$ cat config.mk
export PLATFORM = sky130hd
export DESIGN_NAME = inst_mem_sync
export DESIGN_NICKNAME = d
export VERILOG_FILES = /design/src/rtl/inst_mem_sync.sv
export SDC_FILE = /design/constraint.sdc
export NUM_CORES = 2
export LEC_CHECK = 0
export ABC_AREA = 1
export ABC_CLOCK_PERIOD_IN_PS = 7000
export CORE_MARGIN = 8
export CORE_UTILIZATION = 35
export CTS_CLUSTER_DIAMETER = 100
export DETAILED_ROUTE_END_ITERATION = 10
export PLACE_DENSITY = 0.54
export SYNTH_ARGS = -nofsm -noshare
export SYNTH_HDL_FRONTEND = slang
export SYNTH_SLANG_ARGS = --single-unit
$ cat constraint.sdc
create_clock -name i_clk -period 7 [get_ports i_clk]
set_clock_uncertainty 0.2 [all_clocks]
set_input_delay 1.4 -clock i_clk [delete_from_list [all_inputs] [get_ports i_clk]]
set_output_delay 1.4 -clock i_clk [all_outputs]
set_load 0.02 [all_outputs]
$ cat src/rtl/inst_mem_sync.sv
// Synchronous instruction memory with a one-cycle registered fetch stage.
// A loader port writes words. The fetch port reads one word per cycle and
// supports stall and flush. Misaligned or out-of-range fetches produce a
// faulting bubble. An accepted-fetch counter saturates at its maximum.
module inst_mem_sync #(
    parameter int                 ADDR_W          = 6,
    parameter int                 DATA_W          = 32,
    parameter logic [DATA_W-1:0]  NOP_WORD        = 32'h00000013,
    // Value the fetch counter returns to on reset. It is left at zero in
    // normal use and raised only to exercise saturation quickly.
    parameter logic [31:0]        FETCH_COUNT_RST = 32'h00000000
) (
    input  logic              i_clk,
    input  logic              i_rst,
    input  logic              i_fetch_req,
    input  logic [31:0]       i_fetch_addr,
    input  logic              i_stall,
    input  logic              i_flush,
    input  logic              i_prog_we,
    input  logic [ADDR_W-1:0] i_prog_addr,
    input  logic [DATA_W-1:0] i_prog_data,
    output logic [DATA_W-1:0] o_inst_out,
    output logic              o_inst_valid,
    output logic              o_inst_fault,
    output logic [31:0]       o_fetch_count
);

    localparam int DEPTH = 2 ** ADDR_W;

    // The memory array has no reset. Every word starts as the bubble
    // instruction, so an unloaded word executes as a harmless nop.
    logic [DATA_W-1:0] r_mem [DEPTH] = '{default: NOP_WORD};

    logic [DATA_W-1:0] r_inst_out;
    logic              r_inst_valid;
    logic              r_inst_fault;
    logic [31:0]       r_fetch_count;

    logic [ADDR_W-1:0] w_word_idx;
    logic              w_misaligned;
    logic              w_out_of_range;
    logic              w_fault;
    logic              w_accept;
    logic              w_bypass;
    logic [DATA_W-1:0] w_mem_word;

    assign w_word_idx     = i_fetch_addr[ADDR_W+1:2];
    assign w_misaligned   = |i_fetch_addr[1:0];
    assign w_out_of_range = |i_fetch_addr[31:ADDR_W+2];
    assign w_fault        = w_misaligned | w_out_of_range;
    assign w_accept       = i_fetch_req & ~i_stall & ~i_flush;

    // A loader write to the word being fetched in the same cycle is forwarded.
    // The fetch therefore sees the new data (write-first behaviour).
    assign w_bypass   = i_prog_we && (i_prog_addr == w_word_idx);
    assign w_mem_word = w_bypass ? i_prog_data : r_mem[w_word_idx];

    // Loader writes land at the clock edge whatever stall or flush are doing.
    always_ff @(posedge i_clk) begin
        if (i_prog_we) begin
            r_mem[i_prog_addr] <= i_prog_data;
        end
    end

    // Output stage. Flush beats stall, stall beats a fetch, and an idle
    // cycle loads a non-valid bubble.
    always_ff @(posedge i_clk or posedge i_rst) begin
        if (i_rst) begin
            r_inst_out   <= NOP_WORD;
            r_inst_valid <= 1'b0;
            r_inst_fault <= 1'b0;
        end else if (i_flush) begin
            r_inst_out   <= NOP_WORD;
            r_inst_valid <= 1'b0;
            r_inst_fault <= 1'b0;
        end else if (i_stall) begin
            r_inst_out   <= r_inst_out;
            r_inst_valid <= r_inst_valid;
            r_inst_fault <= r_inst_fault;
        end else if (i_fetch_req) begin
            if (w_fault) begin
                r_inst_out   <= NOP_WORD;
                r_inst_valid <= 1'b1;
                r_inst_fault <= 1'b1;
            end else begin
                r_inst_out   <= w_mem_word;
                r_inst_valid <= 1'b1;
                r_inst_fault <= 1'b0;
            end
        end else begin
            r_inst_out   <= NOP_WORD;
            r_inst_valid <= 1'b0;
            r_inst_fault <= 1'b0;
        end
    end

    // Count accepted fetches, including faulting ones.
    // The count sticks at all-ones instead of wrapping.
    always_ff @(posedge i_clk or posedge i_rst) begin
        if (i_rst) begin
            r_fetch_count <= FETCH_COUNT_RST;
        end else if (w_accept && (r_fetch_count != 32'hFFFFFFFF)) begin
            r_fetch_count <= r_fetch_count + 32'd1;
        end
    end

    assign o_inst_out    = r_inst_out;
    assign o_inst_valid  = r_inst_valid;
    assign o_inst_fault  = r_inst_fault;
    assign o_fetch_count = r_fetch_count;

endmodule

* Word-level counts from Yosys, hierarchy flattened
Memories as Yosys holds them, arrays and structs flattened. Cells that the tools add are included.
Storage, ports and cells: register bits 66, latch bits 0, memory bits (writable) 2048, ROM bits 0, input port bits 76, output and inout port bits 66, memories kept 1
Memory list:
- r_mem | words 64, bits a word 32, read ports 1, clocked after memory_dff 0, write ports 1, line 32 | logic [DATA_W-1:0] r_mem [DEPTH] = '{default: NOP_WORD};
Cells by class: $add $sub $neg 1, multipliers 0, divide/modulo/power cells 0, order comparisons 0, eq/ne operators 3, shifts and indexed selects 0, mux-type cells 14, bitwise operators 5, reductions and logical operators 4
Operators with widths (number):
- 32-bit 2-to-1 mux | 5
- 32-bit by 1-bit adder with 32-bit output (second input constant) | 1
- 32-bit != test (second input constant) | 1
- 24-bit OR reduction | 1
- 1-bit 2-to-1 mux | 9
- 6-bit == test | 1
- 1-bit AND | 2
- 1-bit logical AND | 2
- 2-bit by 1-bit != test with 1-bit output (second input constant) | 1
- 1-bit NOT | 2
- 2-bit OR reduction | 1
- 1-bit bitwise OR | 1

* Longest topological paths before layout
depth after elaboration 7, gate-level depth with buffers 15, mapped depth without buffers 12

* Worst setup path before layout
No wires, ideal clock.
path type in2reg, start point input port i_prog_addr[2], end point memory r_mem[52][0], enable pin, setup time 0.502 ns, arrival time 4.967 ns, data required time 6.298 ns, path slack 1.331 ns, stages 3, path through clkbuf_1 -> inv_1 -> nor4_1
RTL lines:
- start: declaration | line 20 | input logic [ADDR_W-1:0] i_prog_addr,
- end: declaration | line 32
Straight into the memory's write port.

* Worst setup path after layout
start point input port i_fetch_addr[3], end point register r_inst_out[10] (netlist: o_inst_out[10])
Between the ends: longest elaborated chain between the ends 7, elaborated cells on any way between the ends 8, classes of those cells eq/ne: 1; mux: 5; reduce/logical: 1; memory: 1
Ends and longest elaborated chain:
- start: declaration | line 16 | input logic [31:0] i_fetch_addr,
- parallel branches: the longest is 2 deep, another holds memory 64 x 32 bit
- 32-bit 2-to-1 mux (*) | line 56 | assign w_mem_word = w_bypass ? i_prog_data : r_mem[w_word_idx];
- 32-bit 2-to-1 mux (*) | line 81 | if (w_fault) begin
- 32-bit 2-to-1 mux (*) | line 80 | end else if (i_fetch_req) begin
- 32-bit 2-to-1 mux (*) | line 76 | end else if (i_stall) begin
- 32-bit 2-to-1 mux (*) | line 72 | end else if (i_flush) begin
- end signal: assignment | line 77 | r_inst_out <= r_inst_out;
- end signal: assignment | line 86 | r_inst_out <= w_mem_word;
- end: declaration | line 34 | logic [DATA_W-1:0] r_inst_out;
Every way passes the cells marked *. The select of a mux whose other input is x is not followed. A chain may end at the register's enable or synchronous reset.

==> impl_metrics.ini <==
[timing]
max_freq_mhz = 232
setup_viol = 0
slew_headroom_pct = 9.66
setup_slack_ns = 2.69
fin_crit_sh_pct = 61.5
final_hold_viol_count = 0
worstMarginPinSlew_ns = 1.35
hold_slack_ns = 0.279
rsz0062_at_grt = false
final.min_clock_period_ns = 4.31
tns_ns = 0
report.final.slew_viol_count = 0

[synthesis]
synthTopCellsByArea = edfxtp_1, nand3_1, nand2_1
yosysWarnings = 0
syn_inst = 7234
netlist_area_um2 = 85800
synth_edf_count = 2048
synth_nets = 7311
async_flop_share_pct = 3.12
yosys.area.top_type = edfxtp_1
synth.most_common_cell = nand2_1
ys_ff_latch = 2114
synth_area_per_cell_um2 = 11.9
synth_ff_type = edfxtp_1
yosysSeqAreaShare_pct = 73.6
synthTopCellsByCount = nand2_1, edfxtp_1, nand3_1, buf_2, nor2_1
synth_top_area_share_pct = 71.7
ys_types = 39

[cts]
h-tree-depth = 4
postCtsSetupRepairBufs = 0
clk_latency_ns = 0.87
clockBufferDepth = 3
cts.sinks = 2114
root_buffer = clkbuf_16
clkSlewWorstSetupHoldPaths_ns = 0.06
cts_resized = 0
cts-buffers-inserted = 221
cts_tree = built
holdBufCountCts = 0

[power]
power_density_nw_per_um2 = 278
leakagePower_nw = 34.0
p_total_mw = 27.0
peakVddDrop_mv = 0.263

[hold_path]
hp-class = reg2reg

[critical_path]
required_ns = 7.54
critical_path.endpoint_type = register
start_kind = primary input
path_cells = buf_8, buf_12, buf_4, nand3_1, nand3_1, nand3_1, nand3_1, nand3_1, nand2_1, nand2_1, nand2_1, nand2_1
worstPathMaxFanout = 114
slowest_stage = buf_4
crit_top_cell = nand3_1
critPathMaxStageDelay_ns = 0.80
crit_family = buffers and inverters
worst-path-buf-inv = 3
critPathKind = in2reg
crit_arrival_ns = 4.85

[flow_run]
maxCapViolCount = 0

[floorplanning]
die_w_um = 511
chipHeight_um = 511
ioPinCount = 142
core_area_um2 = 243000
initial_utilization_pct = 35.2
rows = 181
die_area_um2 = 261000

[global_routing]
grt_use_total_pct = 19.6
grt_overflow = 0
grt_pass1_wl_um = 384000
antenna_found_initial = 12
grt_pass1_vias = 53900
grt_max_degree = 153

[finish]
syn2layout_area_growth_pct = 13.5
design_area_um2 = 97300
nets = 7347
fin_cells = 10700
final_core_util_pct = 40.0
drive_above_1_share_pct = 7.56

[drt]
first_iter_violations = 6455
drt.antenna.violating_nets = 0
via_count = 56900
dr.pass1.iters = 6
vias_per_cell = 5.34
wl_um = 268000
wl_per_cell_um = 25.1
drc = 0

[placement]
io_buffers = 141
dp.cells = 10200
globalplace.congestion = 0.840
pre_cts_ws_ns = 1.91
dpl_cell_area_um2 = 90600
hpwl_um = 143000

[outcome]
status = finished clean
[final cells by class]
type,instances,area [um2]
clock inverters,99,782
repair buffers,280,2540
diodes,7,17.5
fillers,22800,146000
multi-input cells,4614,20700
clock buffers,297,5980
flip-flops and latches,2114,63200
inverters,39,189
well taps,3202,4010
[registers in the layout (all words and copies together) (netlist names)]
name           cells
o_inst_fault       1
o_inst_valid       1
o_fetch_count     32
r_mem           2048
o_inst_out        32
[cells in the final DEF (no fill, tap or decap), drive strengths merged, types with 2 or more instances in the layout]
cell type | synthesis | final
dfrtp | 63 | 63
nand2 | 2393 | 2393
nor2 | 157 | 157
nor4 | 19 | 19
nand3 | 1958 | 1958
clkdlybuf4s50 | 0 | 103
bufinv | 0 | 9
or2 | 2 | 2
inv | 37 | 43
clkinv | 2 | 85
edfxtp | 2048 | 2048
nor3 | 13 | 13
buf | 381 | 177
dfstp | 3 | 3
a21oi | 6 | 6
nand4 | 16 | 16
xor2 | 23 | 23
o22ai | 3 | 3
clkbuf | 86 | 297
xnor2 | 6 | 6
o21ai | 13 | 13
diode | 0 | 7
[cells by family after synthesis]
group	after synthesis	synth area share [%]
fa+ha+maj	1	0.0146
flops	2114	73.6
simple gates	4559	23.0
compound gates	25	0.197
xor+xnor	29	0.296
buf+inv	506	2.82
[worst reg2reg max path, delay by kind of cell, from the launching register on]
family / cells / cell delay, ns
and+or+nand+nor: 4 / 1.31
AOI/OAI and AO/OA: 2 / 0.22
buffers and inverters: 1 / 0.18
DFF: 1 / 0.57
[report_power, final]
part	leakage [nW]	switching, mW	total, mW	internal (mW)
Sequential	19.3	0.0498	14.0	14.0
Combinational	11.4	1.39	1.81	0.426
Clock	3.30	4.89	11.2	6.28
[final timing paths]
kind,from,endpoint,slack [ns],cells after the start
max in group asynchronous,i_rst,o_inst_out[27]$_DFFE_PP0P_,4.80,3
min,o_inst_valid$_DFFE_PP0P_,o_inst_valid$_DFFE_PP0P_,0.28,2
max,i_fetch_addr[3],o_inst_out[10]$_DFFE_PP0P_,2.69,12
min reg2reg,o_inst_valid$_DFFE_PP0P_,o_inst_valid$_DFFE_PP0P_,0.28,2
min in group asynchronous,i_rst,o_fetch_count[8]$_DFFE_PP0P_,0.56,2
max reg2reg,o_fetch_count[24]$_DFFE_PP0P_,o_fetch_count[6]$_DFFE_PP0P_,4.42,7
[metal layers]
metal  vias to the layer above  share of wire, %  global-route usage [%]
li1                      25700                 -                       -
met1                     28400                43                    27.0
met2                      2282                46                    31.1
met3                       426               7.4                    3.31
met4                         4               3.9                    7.31
met5                         -             0.011                       0
(Power assumes the default switching activity.)
